`src/rtl/camera_frame_writer.sv`:
```
// rtl/camera_frame_writer.sv - packs 16-bit camera pixels into 128-bit words and queues DRAM writes
module camera_frame_writer #(
    parameter int          PIX_PER_WORD    = 8,
    parameter int          WORDS_PER_FRAME = 38400,
    parameter int          FIFO_DEPTH      = 4,
    parameter logic [24:0] ADDR_STEP       = 25'd4,
    parameter logic [24:0] FRAME_SPAN      = 25'h25800
) (
    input  logic           clk_133M,
    input  logic           rst_n_133M,
    input  logic           hdr_en,
    input  logic           frame_start,
    input  logic [15:0]    pixel_data,
    input  logic           pixel_valid,
    input  logic           ram_busy,
    output logic           camera_wr_req,
    output logic [127:0]   camera_data,
    output logic [24:0]    wr_address,
    output logic [2:0]     last_frame,
    output logic [1:0]     exposure_sel,
    output logic           frame_done_133M,
    output logic           overflow
);
    localparam int PW   = $clog2(FIFO_DEPTH);
    localparam int PTRW = PW + 1;
    localparam int WCW  = $clog2(WORDS_PER_FRAME + 1);
    localparam int EW   = 25 + 128;

    logic [2:0]                    last_frame_q;
    logic [1:0]                    exposure_q;
    logic                          frame_done_q;
    logic                          overflow_q;
    logic                          req_q;
    logic [127:0]                  data_q;
    logic [24:0]                   addr_q;
    logic [2:0]                    pix_cnt_q;
    logic [WCW-1:0]                word_cnt_q;
    logic [24:0]                   push_addr_q;
    logic [PIX_PER_WORD-2:0][15:0] lanes_q;
    logic [PTRW-1:0]               wr_ptr_q;
    logic [PTRW-1:0]               rd_ptr_q;
    logic [EW-1:0]                 fifo_q [FIFO_DEPTH];

    logic [2:0]  last_frame_d;
    logic [1:0]  exposure_d;
    logic [24:0] base_d;

    always_comb begin
        if (!hdr_en)
            last_frame_d = 3'd0;
        else if (last_frame_q == 3'd5)
            last_frame_d = 3'd0;
        else
            last_frame_d = last_frame_q + 3'd1;
        exposure_d = (last_frame_d >= 3'd3) ? 2'(last_frame_d - 3'd3) : last_frame_d[1:0];
        base_d     = 25'(last_frame_d) * FRAME_SPAN;
    end

    logic          frame_full;
    logic          pix_take;
    logic          pix_drop;
    logic          word_done;
    logic          fifo_empty;
    logic          fifo_full;
    logic          pop;
    logic          push;
    logic [EW-1:0] head;

    assign frame_full = (word_cnt_q == WCW'(WORDS_PER_FRAME));
    assign pix_take   = pixel_valid && !frame_start && !frame_full;
    assign pix_drop   = pixel_valid && !frame_start && frame_full;
    assign word_done  = pix_take && (pix_cnt_q == 3'(PIX_PER_WORD - 1));
    assign fifo_empty = (wr_ptr_q == rd_ptr_q);
    assign fifo_full  = ((wr_ptr_q - rd_ptr_q) == PTRW'(FIFO_DEPTH));
    assign pop        = !fifo_empty && !ram_busy;
    // A full FIFO still accepts the word when the head leaves in the same cycle
    assign push       = word_done && (!fifo_full || pop);
    assign head       = fifo_q[rd_ptr_q[PW-1:0]];

    always_ff @(posedge clk_133M) begin
        if (push)
            fifo_q[wr_ptr_q[PW-1:0]] <= {push_addr_q, pixel_data, lanes_q};
    end

    always_ff @(posedge clk_133M or negedge rst_n_133M) begin
        if (!rst_n_133M) begin
            last_frame_q <= 3'd0;
            exposure_q   <= 2'd0;
            frame_done_q <= 1'b0;
            overflow_q   <= 1'b0;
            req_q        <= 1'b0;
            data_q       <= '0;
            addr_q       <= '0;
            pix_cnt_q    <= 3'd0;
            word_cnt_q   <= '0;
            push_addr_q  <= 25'h0;
            lanes_q      <= '0;
            wr_ptr_q     <= '0;
            rd_ptr_q     <= '0;
        end else begin
            frame_done_q <= frame_start;
            req_q        <= pop;
            if (pop) begin
                addr_q   <= head[EW-1:128];
                data_q   <= head[127:0];
                rd_ptr_q <= rd_ptr_q + PTRW'(1);
            end
            if (push)
                wr_ptr_q <= wr_ptr_q + PTRW'(1);
            if (frame_start) begin
                last_frame_q <= last_frame_d;
                exposure_q   <= exposure_d;
                push_addr_q  <= base_d;
                pix_cnt_q    <= 3'd0;
                word_cnt_q   <= '0;
                overflow_q   <= 1'b0;
            end else begin
                if (pix_take) begin
                    pix_cnt_q <= pix_cnt_q + 3'd1;
                    if (!word_done)
                        lanes_q[pix_cnt_q] <= pixel_data;
                end
                // Dropped words still advance the address so later words land correctly
                if (word_done) begin
                    word_cnt_q <= word_cnt_q + WCW'(1);
                    if (word_cnt_q != WCW'(WORDS_PER_FRAME - 1))
                        push_addr_q <= push_addr_q + ADDR_STEP;
                end
                if (pix_drop || (word_done && !push))
                    overflow_q <= 1'b1;
            end
        end
    end

    assign camera_wr_req   = req_q;
    assign camera_data     = data_q;
    assign wr_address      = addr_q;
    assign last_frame      = last_frame_q;
    assign exposure_sel    = exposure_q;
    assign frame_done_133M = frame_done_q;
    assign overflow        = overflow_q;

endmodule

```
`config.mk`:
```
export PLATFORM = sky130hd
export DESIGN_NAME = camera_frame_writer
export DESIGN_NICKNAME = d
export VERILOG_FILES = /design/src/rtl/camera_frame_writer.sv
export SDC_FILE = /design/constraint.sdc
export NUM_CORES = 1
export LEC_CHECK = 0
export ABC_AREA = 1
export CORE_MARGIN = 1
export CORE_UTILIZATION = 40
export DETAILED_ROUTE_END_ITERATION = 6
export MAX_ROUTING_LAYER = met4
export PLACE_DENSITY = 0.66
export SYNTH_ARGS = -nofsm -noshare
export SYNTH_HDL_FRONTEND = slang
export SYNTH_SLANG_ARGS = --single-unit
```
`constraint.sdc`:
```
create_clock -name clk_133M -period 11.5 [get_ports clk_133M]
set_clock_uncertainty 0.1 [all_clocks]
set_input_delay 2.3 -clock clk_133M [delete_from_list [all_inputs] [get_ports clk_133M]]
set_output_delay 2.3 -clock clk_133M [all_outputs]
set_load 0.02 [all_outputs]
```
==> results of run 1 <==
-- kinds of logic after synthesis --
| kind of cell | Yosys count | share of synthesized area [%] |
|---|---|---|
| buffers and inverters | 239 | 3.067 |
| XOR/XNOR | 25 | 0.6071 |
| AND/OR/NAND/NOR | 1421 | 15.76 |
| AO/OA/AOI/OAI | 500 | 7.483 |
| flip-flops | 923 | 72.42 |
| other | 1 | 0.01040 |
| adder cells (fa/ha/maj) | 18 | 0.6453 |
-- power by group --
part	leakage [nW]	total, mW	switching (mW)	internal (mW)
Sequential	9.43	4.48	0.456	4.02
Combinational	4.87	2.67	1.67	0.996
Clock	1.59	3.16	1.29	1.86
Total	15.9	10.3	3.42	6.88
-- critical path, cell delays in order --
cell             delay (ns)
clkdlybuf4s50_1        0.40
buf_4                  0.24
nor2_1                 0.26
nand3_2                0.31
a21oi_1                0.39
inv_1                  0.27
nor2_4                 0.90
buf_4                  0.89
-- routing by layer --
metal	share of wire, %	up-vias
met2	49	680
met4	2.9	0
met3	6.1	136
li1	-	11040
met1	42	11520
met5	0	-
-- cell type report --
cell class / instances / area (sq um)
well taps: 1165 / 1458
fillers: 7686 / 46740
clock inverters: 59 / 705.7
repair buffers: 213 / 2105
inverters: 62 / 245.2
flip-flops and latches: 923 / 26130
clock buffers: 117 / 2519
multi-input cells: 1966 / 8885
-- worst min-delay path by stage --
stage                     from               to  cells past startpoint
3_5_place_dp   exposure_sel[1]  exposure_sel[1]                      2
2_1_floorplan      rd_ptr_q[2]      rd_ptr_q[2]                      1
5_1_grt            lanes_q[62]    fifo_q[3][62]                      0
4_1_cts        exposure_sel[1]  exposure_sel[1]                      2
6_report       exposure_sel[1]  exposure_sel[1]                      2
3_3_place_gp   exposure_sel[1]  exposure_sel[1]                      2
-- state kept, by name, summed over array words and instances, names as in the netlist --
| register | count |
|---|---|
| wr_address | 23 |
| lanes_q | 112 |
| fifo_q | 604 |
| wr_ptr_q | 3 |
| rd_ptr_q | 3 |
| camera_wr_req | 1 |
| push_addr_q | 23 |
| exposure_sel | 2 |
| last_frame | 3 |
| word_cnt_q | 16 |
| pix_cnt_q | 3 |
| camera_data | 128 |
| frame_done_133M | 1 |
| overflow | 1 |
-- cell usage in the layout, fill, tap and decap left out, types with 2 or more instances in the layout --
cell | Yosys | final
a31oi_1 | 151 | 151
inv_2 | 4 | 2
inv_16 | 0 | 3
or2_2 | 2 | 2
nor2_1 | 826 | 822
conb_1 | 1 | 2
nand4_1 | 8 | 8
clkdlybuf4s50_1 | 0 | 179
nand2_2 | 3 | 3
clkbuf_8 | 0 | 8
nand2_1 | 389 | 389
edfxtp_1 | 604 | 604
dfrtp_4 | 0 | 2
o21bai_1 | 2 | 2
buf_12 | 0 | 4
nor3_2 | 2 | 2
xnor2_1 | 5 | 5
nor3_1 | 12 | 12
clkinv_1 | 0 | 9
buf_4 | 15 | 29
ha_1 | 17 | 17
o21ai_0 | 339 | 339
clkbuf_1 | 66 | 15
clkinv_2 | 0 | 21
dfrtp_1 | 319 | 317
nor2_2 | 3 | 3
clkinv_4 | 0 | 2
xor2_1 | 20 | 20
clkbuf_16 | 0 | 94
inv_6 | 0 | 7
nor2_4 | 1 | 5
bufinv_16 | 0 | 13
nand2_4 | 8 | 8
inv_1 | 58 | 58
nand3_1 | 165 | 165
clkinvlp_4 | 0 | 4
a21oi_1 | 6 | 5
-- per-stage QoR --
| step | setup slack [ns] | total power, mW | util (%) | hold slack [ns] |
|---|---|---|---|---|
| after floorplan | 1.222 | 6.013 | - | 0.3650 |
| after global placement | 4.963 | 7.188 | 43.72 | 0.3724 |
| after detailed placement | 4.902 | 7.235 | 43.72 | 0.3734 |
| after CTS | 5.588 | 10.40 | 47.36 | 0.3983 |
| after global routing | 5.317 | 10.82 | 47.36 | 0.4230 |
| final | 5.616 | 10.30 | 47.36 | 0.3934 |
==> summary.md, run 1 <==
| Metric | Value |
|---|---|
| Status | `completed` |
| Ys async rst share | `34.56%` |
| Initial DRC Count | `2109` |
| Mapped cell area | `36070 sq um` |
| Most common cell in the netlist | `nor2_1` |
| Share of Yosys cell area claimed by the top area cell type | `50.29%` |
| DIE HEIGHT | `302.3 microns` |
| GRT Util Overall | `19.88%` |
| Final min period | `5.884 ns` |
| Max IR drop VDD | `0.1298 mV` |
| Drt first pass iters | `5` |
| Hpwl dp | `47530 microns` |
| Pin count of the biggest net entering global routing | `194` |
| Met3 Use GR | `3.282%` |
| Avg WL per Cell | `19.54 microns` |
| Initial Util | `40.62%` |
| Via count | `23380` |
| Leak | `15.88 nW` |
| Met1 usage | `25.37%` |
| R2r setup slk | `6.64 ns` |
| Final hold vios | `0` |
| Dpl cell area | `38820 sq um` |
| Die area | `91370 sq um` |
| Post-synth top cells | `826 x nor2_1, 604 x edfxtp_1, 389 x nand2_1` |
| Sink Count | `923` |
| Clk_lat worst skew | `0.66 ns` |
| Final #Nets | `3299` |
| Met2 Usage GRT | `32.09%` |
| Top_reg_cell synth | `edfxtp_1` |
| R2r worst-path depth | `10` |
| # hold bufs at CTS | `0` |
| Yosys warning count | `0` |
| Top post-synthesis cells by area | `edfxtp_1 50%, dfrtp_1 22%, nor2_1 8.6%` |
| Share of post-route cells with drive strength above 1 | `6.497%` |
| DRC | `0` |
| Hold crit path type | `reg2reg` |
| Slew Viols, Final | `0` |
| CP required | `11.66 ns` |
| # setup viols final | `0` |
| Reg-to-reg startpoint | `rd_ptr_q[1]` |
| Final period util | `51.17%` |
| Vias in the first global route | `22600` |
| Number of antenna violations at the first check in global routing | `0` |
| CP Max Fanout | `63` |
| DR vias/cell | `5.189` |
| Syn Area/Cell | `11.53 sq um` |
| Register area share after synthesis | `72.42%` |
| Final Routed Wirelength | `88040 microns` |
| Design area | `42040 sq um` |
| Resized Gates After CTS | `0` |
| Post-CTS setup buffers | `0` |
| Crit path capture type | `flip-flop` |
| Clock root buffer | `clkbuf_16` |
| First-pass GRT wire length | `134400 microns` |
| CP endpoint | `fifo_q[1][47]` |
| DP Cell Count | `4329` |
| Mapped Cells | `3127` |
| Max-cap violations | `0` |
| Final setup TNS | `0 ns` |
| Port bufs | `180` |
| Busiest grt layer | `met2` |
| Core area | `88780 sq um` |
| Yosys top cell by area | `edfxtp_1` |
| Worst slew margin relative to its limit | `19.70%` |
| Max Fclk | `169.9 MHz` |
| Routability cong. | `0.8129` |
| Cell Pwr Density | `245.0 nW/um^2` |
| Register clock-pin slew on the reported worst setup and hold paths | `0.06 ns` |
| WS Path Type | `in2reg` |
| Synth unique cells | `33` |
| RSZ-0062 raised after global routing | `no` |
| Area Overhead vs Synth | `16.58%` |
| Cts bufs inserted | `93` |
| Clock Path Buffers | `3` |
| I/O Pins | `183` |
| CTS tree | `yes` |
| Worst Setup SP | `frame_start` |
| Chip Width | `302.3 microns` |
| Measured slew at the worst slew-check pin | `1.201 ns` |
| Critical Path Start Type | `primary input` |
| Final cell count without fillers | `4505` |
| Ant diodes | `0` |
| #FFs+latches synth | `923` |
| Post-route ant nets | `0` |
| Number of synthesized flops with an enable pin | `604` |
| CP Data Arrival Time | `6.05 ns` |
| Grt total ovfl | `0` |
| # rows | `109` |
| H-tree Lvls | `3` |
| FF-to-FF End | `fifo_q[1][47]` |
(Power assumes the default switching activity.)
==> run 2, diff against run 1 <==
==> constraint.sdc (replaced) <==
create_clock -name clk_133M -period 5.9 [get_ports clk_133M]
set_clock_uncertainty 0.1 [all_clocks]
set_input_delay 1.18 -clock clk_133M [delete_from_list [all_inputs] [get_ports clk_133M]]
set_output_delay 1.18 -clock clk_133M [all_outputs]
set_load 0.02 [all_outputs]
==> summary.md, run 2 (synthesized netlist as in run 1, its figures left out) <==
| Metric | Value |
|---|---|
| Initial DRC Count | `1908 (-9.5%)` |
| GRT Util Overall | `19.90% (about the same)` |
| Reg-to-reg startpoint | `rd_ptr_q[1]` |
| Final period util | `76.10%` |
| CP Max Fanout | `76 (+21%)` |
| Status | `completed` |
| Sw power | `6.547 mW (+91%)` |
| # setup viols final | `0 (unchanged)` |
| First-pass GRT wire length | `134400 microns (about the same)` |
| Routability cong. | `0.8162 (+0.41%)` |
| Power Total | `19.64 mW (+91%)` |
| DR vias/cell | `5.165 (-0.47%)` |
| WS Path Type | `reg2reg` |
| DRC | `0 (unchanged)` |
| Most frequent cells in the layout | `821 x nor2_1, 604 x edfxtp_1, 389 x nand2_1, 339 x o21ai_0, 317 x dfrtp_1` |
| Vias in the first global route | `22680 (+0.35%)` |
| Worst slew margin relative to its limit | `18.85% (-0.86 points)` |
| Avg WL per Cell | `19.44 microns (-0.55%)` |
| Initial Util | `40.62% (unchanged)` |
| CP Data Arrival Time | `4.71 ns (-1.34 ns)` |
| Register clock-pin slew on the reported worst setup and hold paths | `0.06 ns (about the same)` |
| Share of post-route cells with drive strength above 1 | `6.487% (-0.0097 points)` |
| Max Fclk | `222.7 MHz` |
| Max-cap violations | `0 (unchanged)` |
| Grt total ovfl | `0 (unchanged)` |
| Cts bufs inserted | `91 (-2.2%)` |
| R2r setup slk | `1.41 ns (-5.23 ns)` |
| Die area | `91370 sq um (unchanged)` |
| Clk_lat worst skew | `0.63 ns (-0.03 ns)` |
| Switch share | `33.34% (+0.12 points)` |
| Pin count of the biggest net entering global routing | `215 (+11%)` |
| Post-CTS setup buffers | `0 (unchanged)` |
| Min setup slack post-route | `1.410 ns (-4.205 ns)` |
| RSZ-0062 raised after global routing | `no` |
| Via count | `23300 (-0.33%)` |
| Clock Path Buffers | `3 (unchanged)` |
| Drt first pass iters | `5 (unchanged)` |
| Worst hold slack | `0.3946 ns (+0.001225 ns)` |
| Commonest non-fill, non-tap cell in the layout | `nor2_1` |
| Resized Gates After CTS | `0 (unchanged)` |
| Crit path capture type | `flip-flop` |
| Leak | `15.86 nW (-0.12%)` |
| Worst Setup SP | `rd_ptr_q[1]` |
| Final min period | `4.490 ns` |
| # hold bufs at CTS | `0 (unchanged)` |
| Internal Power | `13.09 mW (+90%)` |
| Max IR drop VDD | `0.2442 mV (+88%)` |
| Measured slew at the worst slew-check pin | `1.214 ns (+0.01283 ns)` |
| Clock root buffer | `clkbuf_16` |
| Slew Viols, Final | `0 (unchanged)` |
| Final hold vios | `0 (unchanged)` |
| Area Overhead vs Synth | `16.44%` |
| Number of antenna violations at the first check in global routing | `1 (+1)` |
| Chip Width | `302.3 microns (unchanged)` |
| Hold crit path type | `reg2reg` |
| Min-Delay Startpoint | `exposure_sel[1]` |
| Critical Path Start Type | `flip-flop` |
| Pre-CTS WS | `1.152 ns (-3.749 ns)` |
| Max reg flops | `604 (unchanged)` |
| Hpwl dp | `49370 microns (+3.9%)` |
| Port bufs | `180 (unchanged)` |
| CP required | `6.12 ns (-5.54 ns)` |
| CTS tree | `yes` |
| Clk pwr share | `29.2% (-1.4 points)` |
| DIE HEIGHT | `302.3 microns (unchanged)` |
| Cell Pwr Density | `467.6 nW/um^2 (+91%)` |
| Final Routed Wirelength | `87680 microns (-0.41%)` |
| Core area | `88780 sq um (unchanged)` |
| Final #Nets | `3306 (+0.21%)` |
| I/O Pins | `183 (unchanged)` |
| Proportion of power drawn by combinational gates | `26.0% (about the same)` |
| # rows | `109 (unchanged)` |
| Post-route ant nets | `0 (unchanged)` |
| Sink Count | `923 (unchanged)` |
| Reg power frac | `44.8% (+1.3 points)` |
| H-tree Lvls | `3 (unchanged)` |
-- run 2: cell types whose count changed in the layout (fill, tap and decap cells not counted), sizes merged, moves of 2 or more --
cell and delta:
clkinvlp -3, buf +9, bufinv -7, inv -4
clkbuf +2, clkinv +8
-- run 2: stage by stage --
step / cells / util, % / setup TNS [ns] / cell area, sq um
after floorplan: 3128 / - / -446.32 / 36080
after global placement: 4338 / 43.94 / 0 / 39010
after detailed placement: 4338 / 43.94 / 0 / 39010
after CTS: 4510 / 47.30 / 0 / 41990
after global routing: 4510 / 47.30 / 0 / 41990
final: 4511 / 47.30 / 0 / 41990
-- run 2: power by group through the flow --
| stage | Sequential (mW) | Clock (mW) | Combinational (mW) |
|---|---|---|---|
| detailed placement | 8.94 | 0 | 5.16 |
| global route | 8.91 | 6.06 | 5.67 |
| global placement | 8.93 | 0 | 5.07 |
| finish | 8.80 | 5.73 | 5.10 |
| floorplan | 9.03 | 0 | 2.69 |
| CTS | 8.82 | 5.83 | 5.18 |
-- run 2: final cells by class --
cell class	instances	area, sq um
inverters	62	245.2
well taps	1165	1458
repair buffers	222	2285
multi-input cells	1966	8894
clock buffers	119	2537
clock inverters	53	445.4
flip-flops and latches	923	26130
diodes	1	2.502
fillers	7728	46790
-- run 2: path summary, 6_finish.rpt --
kind | end | cells past startpoint
setup / recovery | fifo_q[1][45] | 10
hold / removal | exposure_sel[1] | 2
setup reg to reg | fifo_q[1][45] | 10
hold reg to reg | exposure_sel[1] | 2
max in group asynchronous | camera_data[114] | 2
min in group asynchronous | camera_data[70] | 1
-- run 2: routing by layer --
metal	track usage (%)	wire [microns]	part of all wire (%)	vias to the layer above
met2	31.46	41920	48	625
met1	25.93	37570	43	11470
met4	7.191	2805	3.2	0
met3	3.261	5386	6.1	150
li1	-	-	-	11060
met5	-	0	0	-
-- run 2: critical path: stages (launching register included) --
cell	delay (ns)
dfrtp_4	0.73
inv_6	0.63
ha_1	0.37
nand2_1	0.09
inv_1	0.07
a21oi_4	0.18
inv_1	0.08
a21oi_1	0.33
inv_1	0.28
nor2_4	0.90
buf_4	0.37
==> run 3, diff against run 2 <==
--- a/config.mk
+++ b/config.mk
@@ -10,7 +10,7 @@
 export CORE_UTILIZATION = 40
 export DETAILED_ROUTE_END_ITERATION = 6
 export MAX_ROUTING_LAYER = met4
-export PLACE_DENSITY = 0.66
+export PLACE_DENSITY = 0.68
 export SYNTH_ARGS = -nofsm -noshare
 export SYNTH_HDL_FRONTEND = slang
 export SYNTH_SLANG_ARGS = --single-unit
==> constraint.sdc (replaced) <==
create_clock -name clk_133M -period 4.1 [get_ports clk_133M]
set_clock_uncertainty 0.1 [all_clocks]
set_input_delay 0.82 -clock clk_133M [delete_from_list [all_inputs] [get_ports clk_133M]]
set_output_delay 0.82 -clock clk_133M [all_outputs]
set_load 0.02 [all_outputs]
==> summary.md, run 3 (synthesized netlist as in run 1, its figures left out) <==
| Metric | Value |
|---|---|
| Clock Path Buffers | `3 (unchanged)` |
| Status | `completed` |
| Min setup slack post-route | `0.9750 ns (-0.4353 ns)` |
| Clock root buffer | `clkbuf_16` |
| Leak | `15.90 nW (+0.24%)` |
| Worst Setup SP | `rd_ptr_q[0]` |
| Max Fclk | `320.0 MHz (+44%)` |
| Core area | `88780 sq um (unchanged)` |
| Drt first pass iters | `5 (unchanged)` |
| DP Cell Count | `4344 (+0.14%)` |
| Cell Chain, Critical Path | `ha_1 > nand2_1 > inv_1 > a21oi_4 > inv_1 > a21oi_2 > inv_2 > nor2_4 > buf_4` |
| Via count | `23690 (+1.7%)` |
| Most common cell on crit path | `inv_1` |
| CTS tree | `yes` |
| Cell family with most CP delay | `buffers and inverters` |
| Number of antenna violations at the first check in global routing | `2 (+1)` |
| Hpwl dp | `49220 microns (-0.31%)` |
| CP Data Arrival Time | `3.27 ns (-1.44 ns)` |
| Final Routed Wirelength | `89110 microns (+1.6%)` |
| H-tree Lvls | `3 (unchanged)` |
| Crit path capture type | `flip-flop` |
| Initial DRC Count | `1909 (+0.052%)` |
| # setup viols final | `0 (unchanged)` |
| Area Overhead vs Synth | `16.94%` |
| FF-to-FF End | `fifo_q[0][17]` |
| Routability cong. | `0.8333 (+2.1%)` |
| Final hold vios | `0 (unchanged)` |
| Reg-to-reg startpoint | `rd_ptr_q[0]` |
| Grt total ovfl | `0 (unchanged)` |
| Max incr delay on CP | `0.72 ns (-0.18 ns)` |
| Share of post-route cells with drive strength above 1 | `6.563% (+0.076 points)` |
| Final period util | `76.22% (+0.12 points)` |
| Post-CTS setup buffers | `0 (unchanged)` |
| I/O Pins | `183 (unchanged)` |
| Die area | `91370 sq um (unchanged)` |
| Pin count of the biggest net entering global routing | `208 (-3.3%)` |
| Resized Gates After CTS | `0 (unchanged)` |
| Hold crit path type | `in2async` |
| Ant diodes | `0 (-1)` |
| Power Total | `28.34 mW (+44%)` |
| CP required | `4.24 ns (-1.88 ns)` |
| R2r worst-path depth | `9 (-1)` |
| First-pass GRT wire length | `137200 microns (+2.1%)` |
| Register clock-pin slew on the reported worst setup and hold paths | `0.06 ns (about the same)` |
| Worst hold slack | `0.1205 ns (-0.2741 ns)` |
| Port bufs | `180 (unchanged)` |
| Critical Path Start Type | `flip-flop` |
| Crit path depth | `9 (-1)` |
| Max IR drop VDD | `0.5861 mV (+140%)` |
| Post-route ant nets | `0 (unchanged)` |
| Chip Width | `302.3 microns (unchanged)` |
| Slowest-stage cell, CP | `dfrtp_4` |
| Slew Viols, Final | `0 (unchanged)` |
| Worst slew margin relative to its limit | `12.24% (-6.6 points)` |
| Final min period | `3.125 ns (-1.365 ns)` |
| CP endpoint | `fifo_q[0][17]` |
| GRT Util Overall | `20.26% (+0.36 points)` |
| DRC | `0 (unchanged)` |
| DIE HEIGHT | `302.3 microns (unchanged)` |
| RSZ-0062 raised after global routing | `no` |
| Vias in the first global route | `23050 (+1.7%)` |
| Final cell count without fillers | `4517 (+0.13%)` |
| Pre-CTS WS | `0.6135 ns (-0.5390 ns)` |
| CP Max Fanout | `39 (-49%)` |
| R2r setup slk | `0.98 ns (-0.44 ns)` |
| CP Buf/Inv Count | `4 (-1)` |
| Measured slew at the worst slew-check pin | `1.316 ns (+0.1030 ns)` |
| Most frequent cells in the layout | `820 x nor2_1, 604 x edfxtp_1, 389 x nand2_1, 339 x o21ai_0, 317 x dfrtp_1` |
| Final #Nets | `3313 (+0.21%)` |
| Layout fillers | `7748 (+0.26%)` |
| # hold bufs at CTS | `0 (unchanged)` |
| Sink Count | `923 (unchanged)` |
| Cell Pwr Density | `672.0 nW/um^2 (+44%)` |
| Cts bufs inserted | `92 (+1.1%)` |
| Initial Util | `40.62% (unchanged)` |
| Avg WL per Cell | `19.73 microns (+1.5%)` |
| WS Path Type | `reg2reg` |
| Clk_lat worst skew | `0.66 ns (+0.03 ns)` |
| Max-cap violations | `0 (unchanged)` |
| # rows | `109 (unchanged)` |
| DR vias/cell | `5.245 (+1.5%)` |
| Commonest non-fill, non-tap cell in the layout | `nor2_1` |
| Max reg flops | `604 (unchanged)` |
run 3: cell type report:
class | count | area (sq um) | area share (%)
inverter | 62 | 245.2 | 0.5814
timing repair buffer | 228 | 2442 | 5.791
clock inverter | 45 | 417.9 | 0.9908
multi-input combinational | 1966 | 8906 | 21.12
clock buffer | 128 | 2580 | 6.117
tap | 1165 | 1458 | 3.456
sequential | 923 | 26130 | 61.95
run 3: per-stage QoR:
stage | TNS (ns) | cell area (sq um) | util [%]
floorplan | -192.41 | 36140 | -
global placement | 0 | 39180 | 44.13
detailed placement | 0 | 39180 | 44.13
CTS | 0 | 42180 | 47.50
global route | 0 | 42180 | 47.50
finish | 0 | 42180 | 47.50
run 3: power breakdown:
group | total [mW] | leakage, nW | switching (mW) | internal, mW
clock network | 8.24 | 1.47 | 3.51 | 4.74
logic | 7.59 | 5.00 | 4.73 | 2.87
registers | 12.5 | 9.43 | 1.23 | 11.3
run 3: worst min-delay path by stage:
| stage | from | to | slack [ns] | cells after the start |
|---|---|---|---|---|
| after floorplan | rd_ptr_q[2] | rd_ptr_q[2] | 0.37 | 1 |
| after CTS | rst_n_133M | camera_data[97] | 0.13 | 1 |
| after global placement | exposure_sel[1] | exposure_sel[1] | 0.38 | 2 |
| final | rst_n_133M | camera_data[97] | 0.12 | 1 |
| after global routing | rst_n_133M | camera_data[97] | 0.16 | 1 |
| after detailed placement | exposure_sel[1] | exposure_sel[1] | 0.38 | 2 |
run 3: metal layers:
metal  GRT usage, %  vias to the layer above  share of wire [%]
li1               -                    11080                  -
met2          32.72                      752                 49
met4          6.241                        0                2.7
met3          3.756                      135                6.6
met1          25.92                    11720                 42
met5              -                        -                  0
